File: config.mk
export PLATFORM = sky130hd
export DESIGN_NAME = mac_pipe_param
export DESIGN_NICKNAME = d
export VERILOG_FILES = /design/src/rtl/mac_pipe_param.sv
export SDC_FILE = /design/constraint.sdc
export NUM_CORES = 1
export LEC_CHECK = 0
export ABC_AREA = 1
export CORE_ASPECT_RATIO = 0.6
export CORE_UTILIZATION = 63
export DETAILED_ROUTE_END_ITERATION = 8
export PLACE_DENSITY = 0.86
export SYNTH_ARGS = -nofsm -noshare
export SYNTH_HDL_FRONTEND = slang
export SYNTH_SLANG_ARGS = --single-unit
File: constraint.sdc
create_clock -name clk -period 6.1 [get_ports clk]
set_clock_uncertainty 0.05 [all_clocks]
set_input_delay 1.22 -clock clk [delete_from_list [all_inputs] [get_ports clk]]
set_output_delay 1.22 -clock clk [all_outputs]
set_load 0.005 [all_outputs]
File: src/rtl/mac_pipe_param.sv
// rtl/mac_pipe_param.sv - pipelined valid-qualified multiply-add / accumulate unit
// Optional saturation on overflow is enabled by defining MAC_PIPE_SATURATE_EN.
module mac_pipe_param #(
    parameter int IN_W  = 8,
    parameter int C_W   = 16,
    parameter int OUT_W = 16,
    parameter int PIPE  = 2
) (
    input  logic                clk,
    input  logic                rst_n,
    input  logic                in_valid,
    input  logic [IN_W-1:0]     A,
    input  logic [IN_W-1:0]     B,
    input  logic [C_W-1:0]      C,
    input  logic                mode,
    input  logic                acc_clr,
    output logic                out_valid,
    output logic [OUT_W-1:0]    DATA_OUT,
    output logic                ovf
);

    localparam int P_W   = 2 * IN_W;
    localparam int SUM_W = OUT_W + 1;

    if (OUT_W < 2 * IN_W) begin : g_bad_out_w
        $fatal(1, "mac_pipe_param: OUT_W must be >= 2*IN_W");
    end
    if (C_W > OUT_W) begin : g_bad_c_w
        $fatal(1, "mac_pipe_param: C_W must be <= OUT_W");
    end
    if (PIPE < 1) begin : g_bad_pipe
        $fatal(1, "mac_pipe_param: PIPE must be >= 1");
    end

    logic [P_W-1:0] prod_q  [PIPE];
    logic [C_W-1:0] c_q     [PIPE];
    logic           mode_q  [PIPE];
    logic           clr_q   [PIPE];
    logic           valid_q [PIPE];

    logic [P_W-1:0]   prod_d;
    logic [SUM_W-1:0] base;
    logic [SUM_W-1:0] sum;
    logic [OUT_W-1:0] result;

    assign prod_d = {{IN_W{1'b0}}, A} * {{IN_W{1'b0}}, B};

    // Product and its side-band fields travel together so C stays aligned.
    always_ff @(posedge clk or negedge rst_n) begin
        if (!rst_n) begin
            for (int i = 0; i < PIPE; i++) begin
                prod_q[i]  <= '0;
                c_q[i]     <= '0;
                mode_q[i]  <= 1'b0;
                clr_q[i]   <= 1'b0;
                valid_q[i] <= 1'b0;
            end
        end else begin
            prod_q[0]  <= prod_d;
            c_q[0]     <= C;
            mode_q[0]  <= mode;
            clr_q[0]   <= acc_clr;
            valid_q[0] <= in_valid;
            for (int i = 1; i < PIPE; i++) begin
                prod_q[i]  <= prod_q[i-1];
                c_q[i]     <= c_q[i-1];
                mode_q[i]  <= mode_q[i-1];
                clr_q[i]   <= clr_q[i-1];
                valid_q[i] <= valid_q[i-1];
            end
        end
    end

    always_comb begin
        base = '0;
        if (mode_q[PIPE-1] && !clr_q[PIPE-1]) begin
            base = {1'b0, DATA_OUT};
        end
        sum = base
            + {{(SUM_W - P_W){1'b0}}, prod_q[PIPE-1]}
            + {{(SUM_W - C_W){1'b0}}, c_q[PIPE-1]};
    end

`ifdef MAC_PIPE_SATURATE_EN
    assign result = sum[OUT_W] ? {OUT_W{1'b1}} : sum[OUT_W-1:0];
`else
    assign result = sum[OUT_W-1:0];
`endif

    // Overflow set takes priority over the acc_clr clear on the same beat.
    always_ff @(posedge clk or negedge rst_n) begin
        if (!rst_n) begin
            DATA_OUT  <= '0;
            out_valid <= 1'b0;
            ovf       <= 1'b0;
        end else begin
            out_valid <= valid_q[PIPE-1];
            if (valid_q[PIPE-1]) begin
                DATA_OUT <= result;
                if (sum[OUT_W]) begin
                    ovf <= 1'b1;
                end else if (clr_q[PIPE-1]) begin
                    ovf <= 1'b0;
                end
            end
        end
    end

endmodule

==> results by group, run 1 <==
STA
  • Slew margin rel.: 0.5504
  • Setup tns final: 0 ps
  • Fin crit share: 0.8549
  • Fmax: roughly 0.19 GHz
  • Minimum clock period: 5215 ps
  • Final slew viol count: 0
  • Setup violators final: 0
  • Final hold vios: 0
  • Unrepaired setup endpoints after global routing: no
  • Hold slack: slightly below 300 ps
  • Slew @ Worst Pin: between 600 and 700 ps

Setup path
  • Reg2Reg Depth: 15
  • CP required: approximately 6300 ps
  • Crit path capture type: flip-flop
  • Worst path max stage delay: between 600 and 700 ps
  • Cell Chain, Critical Path: clkdlybuf4s50_1, nand2_1, inv_1, fa_1, fa_1, fa_1, inv_1, fa_1, inv_1, ha_1, a21oi_1, o21ai_0, a31oi_1, xnor2_1
  • CP Class: input pin to flip-flop
  • Critical path launch point: A[2]
  • CP endpoint: prod_q[27]
  • Worst r2r src: clr_q[0]
  • Crit start category: input pin
  • R2R setup slack: 2830 ps
  • FF-to-FF End: DATA_OUT[13]
  • Critical path depth: 14
  • CP most frequent cell: fa_1
  • WP buf/inv: 4
  • Maximum fanout along the worst path: 8
  • Critical-path top delay cell: clkdlybuf4s50_1
  • CP top delay family: adder cells
  • CP arrival: between 5000 and 6000 ps

GRT
  • Initial antenna violation count: 0
  • Vias in the first global route: between 4000 and 5000
  • GRT overflow: 0
  • First-pass GRT wire length: roughly 22000 um
  • Largest net degree at the start of global routing: 56
  • GRT Util Overall: 0.2910

Drt
  • Via-to-Cell Ratio: 5.277
  • DRT iter0 DRCs: roughly 370
  • DR pass1 iterations: 5
  • DRC: 0
  • Detail Route Antenna Nets: 0
  • DRT Wirelength: around 13000 um
  • Vias: roughly 4700
  • Drt wl/cell: around 15 um

Placed design
  • Final GP Congestion: about 0.96
  • # placed instances: a little under 900
  • HPWL after detailed placement: approximately 10000 um
  • I/O Buffers: 54
  • Placed cell area: between 0.006 and 0.007 sq mm

Clock network
  • H-tree levels: 3
  • Reg clk slew, reported paths: around 60 ps
  • Hold-fix buffers, CTS: 0
  • CTS tree: done
  • Clk root buf: clkbuf_16
  • Clock tree buffer depth: 2
  • Total CTS buffers: 9
  • Number of setup buffers added after CTS: 0
  • Post-CTS sizing: 0
  • # clock sinks: 88
  • Clock Latency Late Sink: between 300 and 400 ps

Floorplanning
  • Die area: 0.01003 sq mm
  • Die Wd: 128.6 um
  • # rows: 27
  • Die height: 77.96 um
  • CORE AREA: slightly above 0.009 sq mm
  • I/O pin count: 55
  • Initial Util: 0.6545

Cells and area
  • Final Non-Filler Cells: ~900
  • FF/Latch Area: approximately 0.0022 sq mm
  • Footprint of the multi-input gates: between 0.003 and 0.004 sq mm
  • Antenna diodes: 0
  • Filler cell count: ~640
  • Commonest cells after routing, fill and taps aside: 186 x nand2_1, 167 x inv_1, 88 x dfrtp_1
  • Post-route cell area: 0.007023 sq mm
  • Area grow syn2layout: 15.92%
  • # nets final: 888
  • Layout cell share with drive strength beyond 1: 0.04787
  • Commonest non-fill, non-tap cell in the layout: nand2_1

Yosys
  • Number of synthesized register bits: roughly 90
  • Yosys warns: 0
  • Cell Area, Synth: 0.006058 sq mm
  • Area share of the largest cell type after synthesis: 0.3635
  • Yosys cell types: 26
  • Syn Area/Cell: between 8 and 9 sq um
  • Yosys top cell by area: dfrtp_1
  • Number of synthesized flops with an enable pin: 0
  • Syn Inst Count: 701
  • Seq/Total Area, Yosys: 0.3635
  • Post-synth ARST share: 1.000
  • Main flop type after synthesis: dfrtp_1
  • Total nets after synthesis: between 800 and 900
  • Synth top area cells: dfrtp_1 36%, fa_1 18%, nand2_1 12%, ha_1 11%, inv_1 10%

Power and ir drop
  • Leakage: around 4 nW
  • Total power draw: slightly above 3 mW
  • Worst vdd ir: roughly 0.24 mV
  • Pwr per Cell Area: about 440 mW/mm^2

Status
  • Status: complete, no violations

Hold path
  • Hold Path Class: flip-flop to flip-flop

Run
  • Max Cap Viol: 0
==> power breakdown <==
group	leakage, nW	switching, mW	internal [mW]
Clock	0.166	0.230	0.376
Sequential	1.04	0.0957	0.742
Combinational	2.80	1.01	0.654
Total	4.01	1.34	1.77
==> synthesized netlist by cell type, types with 2 or more instances <==
| cell | instances |
|---|---|
| a31oi_1 | 2 |
| a21oi_1 | 17 |
| dfrtp_1 | 88 |
| nor3_2 | 4 |
| nand4_1 | 4 |
| ha_1 | 51 |
| nand3_2 | 4 |
| nand3_1 | 23 |
| inv_1 | 167 |
| fa_1 | 53 |
| o21ai_1 | 4 |
| clkbuf_1 | 18 |
| xor2_1 | 5 |
| nand3b_1 | 3 |
| o21ai_0 | 13 |
| inv_2 | 3 |
| nand2_2 | 6 |
| xnor2_1 | 8 |
| nor2_1 | 36 |
| nand2_1 | 186 |
==> how the worst min path moves through the flow <==
stage | from | to | slack (ps) | depth (start not counted)
2_1_floorplan | c_q[16] | c_q[0] | 280 | 0
3_3_place_gp | c_q[25] | c_q[9] | 280 | 0
3_5_place_dp | mode_q[1] | mode_q[0] | 280 | 0
4_1_cts | prod_q[31] | prod_q[15] | 300 | 0
5_1_grt | prod_q[27] | prod_q[11] | 300 | 0
6_report | prod_q[31] | prod_q[15] | 300 | 0
==> cell families after synthesis <==
family	Yosys count	share of synthesized area
simple gates	267	0.1848
buf+inv	190	0.1185
fa+ha+maj	104	0.2805
flops	88	0.3635
compound gates	39	0.03387
xor+xnor	13	0.01879
==> sequential cells by signal, indices dropped and copies added (netlist names) <==
register,count
out_valid,1
valid_q,2
DATA_OUT,16
c_q,32
clr_q,2
ovf,1
prod_q,32
mode_q,2
==> per-layer routing <==
metal	wire (um)	up-vias	part of all wire	GRT usage
li1	-	2163	-	-
met1	5883	2235	0.44	0.4090
met2	5900	221	0.44	0.4443
met3	1182	35	0.089	0.07241
met4	295	0	0.022	0.09647
met5	0	-	0	0
==> metrics by stage <==
| stage | util | setup slack (ps) |
|---|---|---|
| floorplan | - | 1321 |
| global placement | 0.7224 | 761.7 |
| detailed placement | 0.7224 | 559.6 |
| CTS | 0.7587 | 921.5 |
| global route | 0.7587 | 686.3 |
| finish | 0.7587 | 884.8 |
==> final cells by class <==
type                    instances  area share
multi-input cells             423      0.4468
well taps                     130     0.02316
clock buffers                  10     0.03403
clock inverters                 6     0.01390
inverters                     170     0.09086
repair buffers                 55     0.07768
flip-flops and latches         88      0.3136
No activity file was read; power rests on OpenSTA's default activity.
==> run 2: changes to the inputs <==
--- a/config.mk
+++ b/config.mk
@@ -7,9 +7,10 @@
 export LEC_CHECK = 0
 export ABC_AREA = 1
 export CORE_ASPECT_RATIO = 0.6
-export CORE_UTILIZATION = 63
+export CORE_UTILIZATION = 45
 export DETAILED_ROUTE_END_ITERATION = 8
-export PLACE_DENSITY = 0.86
+export MAX_ROUTING_LAYER = met4
+export SLEW_MARGIN = 20
 export SYNTH_ARGS = -nofsm -noshare
 export SYNTH_HDL_FRONTEND = slang
 export SYNTH_SLANG_ARGS = --single-unit
==> run 2 against run 1 <==
  * Via count down 7.0%
  * Final area up 0.34%
  * First-iteration DRC count shrank 13%
  * Routed wire length fell by 4.7%
  * Die area up 39%
  * Hold slack got worse by 4.6 ps
  * Utilization decreased by 22 points
  * Sequential share of layout area fell by 0.11 points
  * Final cell count increased by 4.5%
  * Register-to-register slack gained 190 ps
  * Critical path depth up 1
  * Combinational power is 4% lower
  * Critical endpoint is now prod_q[29]
==> results by group, run 2 (synthesis gave the netlist of run 1 again) <==
Status
  • Status: complete, no violations

Placed design
  • # placed instances: 906 (+4.6%)
  • HPWL after detailed placement: 10280 um (-0.89%)
  • Final GP Congestion: 0.9243 (-3.5%)
  • Worst slack at placement: 630.5 ps (+70.86 ps)
  • I/O Buffers: 54 (unchanged)
  • Placed cell area: 0.006736 sq mm (+0.75%)

Setup path
  • Cell Chain, Critical Path: clkdlybuf4s50_1, nand2_1, inv_1, fa_1, fa_1, fa_1, inv_1, fa_1, inv_1, ha_1, nand2_1, nor2_1, nand3b_1, nand3_1, xor2_1
  • R2R setup slack: 3020 ps (+190 ps)
  • Worst r2r src: mode_q[0]
  • CP arrival: 5440 ps (about the same)
  • FF-to-FF End: DATA_OUT[13]
  • Reg2Reg Depth: 14 (-1)
  • Critical-path top delay cell: clkdlybuf4s50_1
  • CP required: 6310 ps (about the same)
  • Crit path capture type: flip-flop
  • Crit start category: input pin
  • Critical path launch point: A[5]
  • CP most frequent cell: fa_1
  • Worst path max stage delay: 620 ps (-70 ps)
  • Maximum fanout along the worst path: 8 (unchanged)
  • CP Class: input pin to flip-flop

Clock network
  • Number of setup buffers added after CTS: 0 (unchanged)
  • # clock sinks: 88 (unchanged)
  • Total CTS buffers: 9 (unchanged)
  • Hold-fix buffers, CTS: 0 (unchanged)
  • Reg clk slew, reported paths: 70 ps (about the same)
  • Clk root buf: clkbuf_16
  • Post-CTS sizing: 0 (unchanged)
  • Clock tree buffer depth: 2 (unchanged)
  • CTS tree: done
  • Clock Latency Late Sink: 350 ps (about the same)
  • H-tree levels: 3 (unchanged)

STA
  • Final slew viol count: 0 (unchanged)
  • Setup tns final: 0 ps (unchanged)
  • Final WS setup: 876.1 ps (-8.661 ps)
  • Unrepaired setup endpoints after global routing: no
  • Slew margin rel.: 0.4898 (-0.06054)
  • Hold slack: 292.6 ps (-4.573 ps)
  • Fmax: 0.1914 GHz (-0.17%)
  • Minimum clock period: 5224 ps (+8.661 ps)
  • Final hold vios: 0 (unchanged)
  • Slew @ Worst Pin: 765.3 ps (+91.55 ps)
  • Fin crit share: 0.8564 (+0.001420)
  • Setup violators final: 0 (unchanged)

Cells and area
  • Area grow syn2layout: 16.32%
  • Filler cell count: 1228 (+92%)
  • Footprint of the multi-input gates: 0.003138 sq mm (unchanged)
  • Post-route cell area: 0.007047 sq mm (+0.34%)
  • Commonest cells after routing, fill and taps aside: 186 x nand2_1, 167 x inv_1, 88 x dfrtp_1
  • FF/Latch Area: 0.002202 sq mm (unchanged)
  • Layout cell share with drive strength beyond 1: 0.04787 (unchanged)
  • Commonest non-fill, non-tap cell in the layout: nand2_1
  • Largest registers: c_q x32, prod_q x32, DATA_OUT x16
  • # nets final: 888 (unchanged)
  • Antenna diodes: 0 (unchanged)
  • Final Non-Filler Cells: 922 (+4.5%)

Power and ir drop
  • Share of power burned in combinational logic: 0.536 (about the same)
  • Reg power frac: 0.278 (+0.008)
  • Pwr per Cell Area: 424.9 mW/mm^2 (-4.0%)
  • P_sw: 1.311 mW (-1.9%)
  • Pint: 1.683 mW (-5.0%)
  • Worst vdd ir: 0.1805 mV (-26%)
  • Power share of the clock group: 0.187 (-0.008)
  • Leakage: 3.993 nW (-0.36%)
  • Switching Fraction: 0.4380 (+0.008006)

Hold path
  • Hold Path Class: flip-flop to flip-flop
  • Hold path depth: 0 (unchanged)
  • Worst Hold End: c_q[10]
  • Hold path startpoint: c_q[26]

Floorplanning
  • Initial Util: 0.4670 (-0.1875)
  • Die Wd: 151.8 um (+18%)
  • I/O pin count: 55 (unchanged)
  • Die height: 91.88 um (+18%)
  • CORE AREA: 0.01297 sq mm (+40%)
  • Die area: 0.01395 sq mm (+39%)
  • # rows: 32 (+19%)

Drt
  • Vias: 4329 (-7.0%)
  • Via-to-Cell Ratio: 4.695 (-11%)
  • DRT Wirelength: 12640 um (-4.7%)
  • DRT iter0 DRCs: 318 (-13%)
  • DR pass1 iterations: 5 (unchanged)
  • Detail Route Antenna Nets: 0 (unchanged)
  • Drt wl/cell: 13.71 um (-8.8%)
  • DRC: 0 (unchanged)

Run
  • Max Cap Viol: 0 (unchanged)

GRT
  • GRT overflow: 0 (unchanged)
  • Vias in the first global route: 4137 (-11%)
  • Initial antenna violation count: 0 (unchanged)
  • Largest net degree at the start of global routing: 89 (+59%)
  • GRT Util Overall: 0.2053 (-0.08570)
  • First-pass GRT wire length: 20850 um (-3.9%)
[run 2: cell types whose count changed in the layout (fill, tap and decap cells not counted), sizes merged]
| cell | change |
|---|---|
| clkinv | +2 |
| bufinv | -2 |
| inv | +1 |
| clkbuf | -1 |
[run 2: worst max-delay path by stage]
stage / depth (start not counted) / end / slack (ps)
finish: 15 / prod_q[29] / 880
global route: 16 / prod_q[30] / 720
CTS: 14 / prod_q[27] / 1000
detailed placement: 15 / prod_q[29] / 630
global placement: 15 / prod_q[29] / 650
floorplan: 15 / prod_q[28] / 1320
[run 2: through the flow]
step / power (mW) / utilization
2_1_floorplan: 1.972 / -
3_3_place_gp: 2.422 / 0.5193
3_5_place_dp: 2.442 / 0.5193
4_1_cts: 3.018 / 0.5429
5_1_grt: 3.289 / 0.5432
6_report: 2.994 / 0.5432
[run 2: power groups by stage]
stage | sequential (mW) | clock (mW) | combinational [mW]
3_5_place_dp | 0.847 | 0 | 1.60
5_1_grt | 0.850 | 0.600 | 1.84
2_1_floorplan | 0.823 | 0 | 1.15
3_3_place_gp | 0.845 | 0 | 1.58
6_report | 0.831 | 0.559 | 1.60
4_1_cts | 0.836 | 0.570 | 1.61
[run 2: area by class of cell]
class                      count  share of cell area
multi-input combinational    423              0.4453
inverter                     170             0.09055
clock inverter                 7             0.01154
sequential                    88              0.3125
clock buffer                   9             0.03196
tap                          170             0.03018
timing repair buffer          55             0.07795
[run 2: per-layer routing]
layer,part of all wire,vias to the layer above,routed length (um),global-route usage
li1,-,2166,-,-
met1,0.57,2043,7157,0.3414
met2,0.37,113,4690,0.2508
met3,0.057,7,723,0.04328
met4,0.0055,0,70,0.02970
met5,0,-,0,-
[run 2: worst max-delay path: cells and delay by family]
kind	cells	cell delay, ps
XOR/XNOR	1	160
AND/OR/NAND/NOR	5	830
buffers and inverters	4	780
adder cells (fa/ha/maj)	5	2430
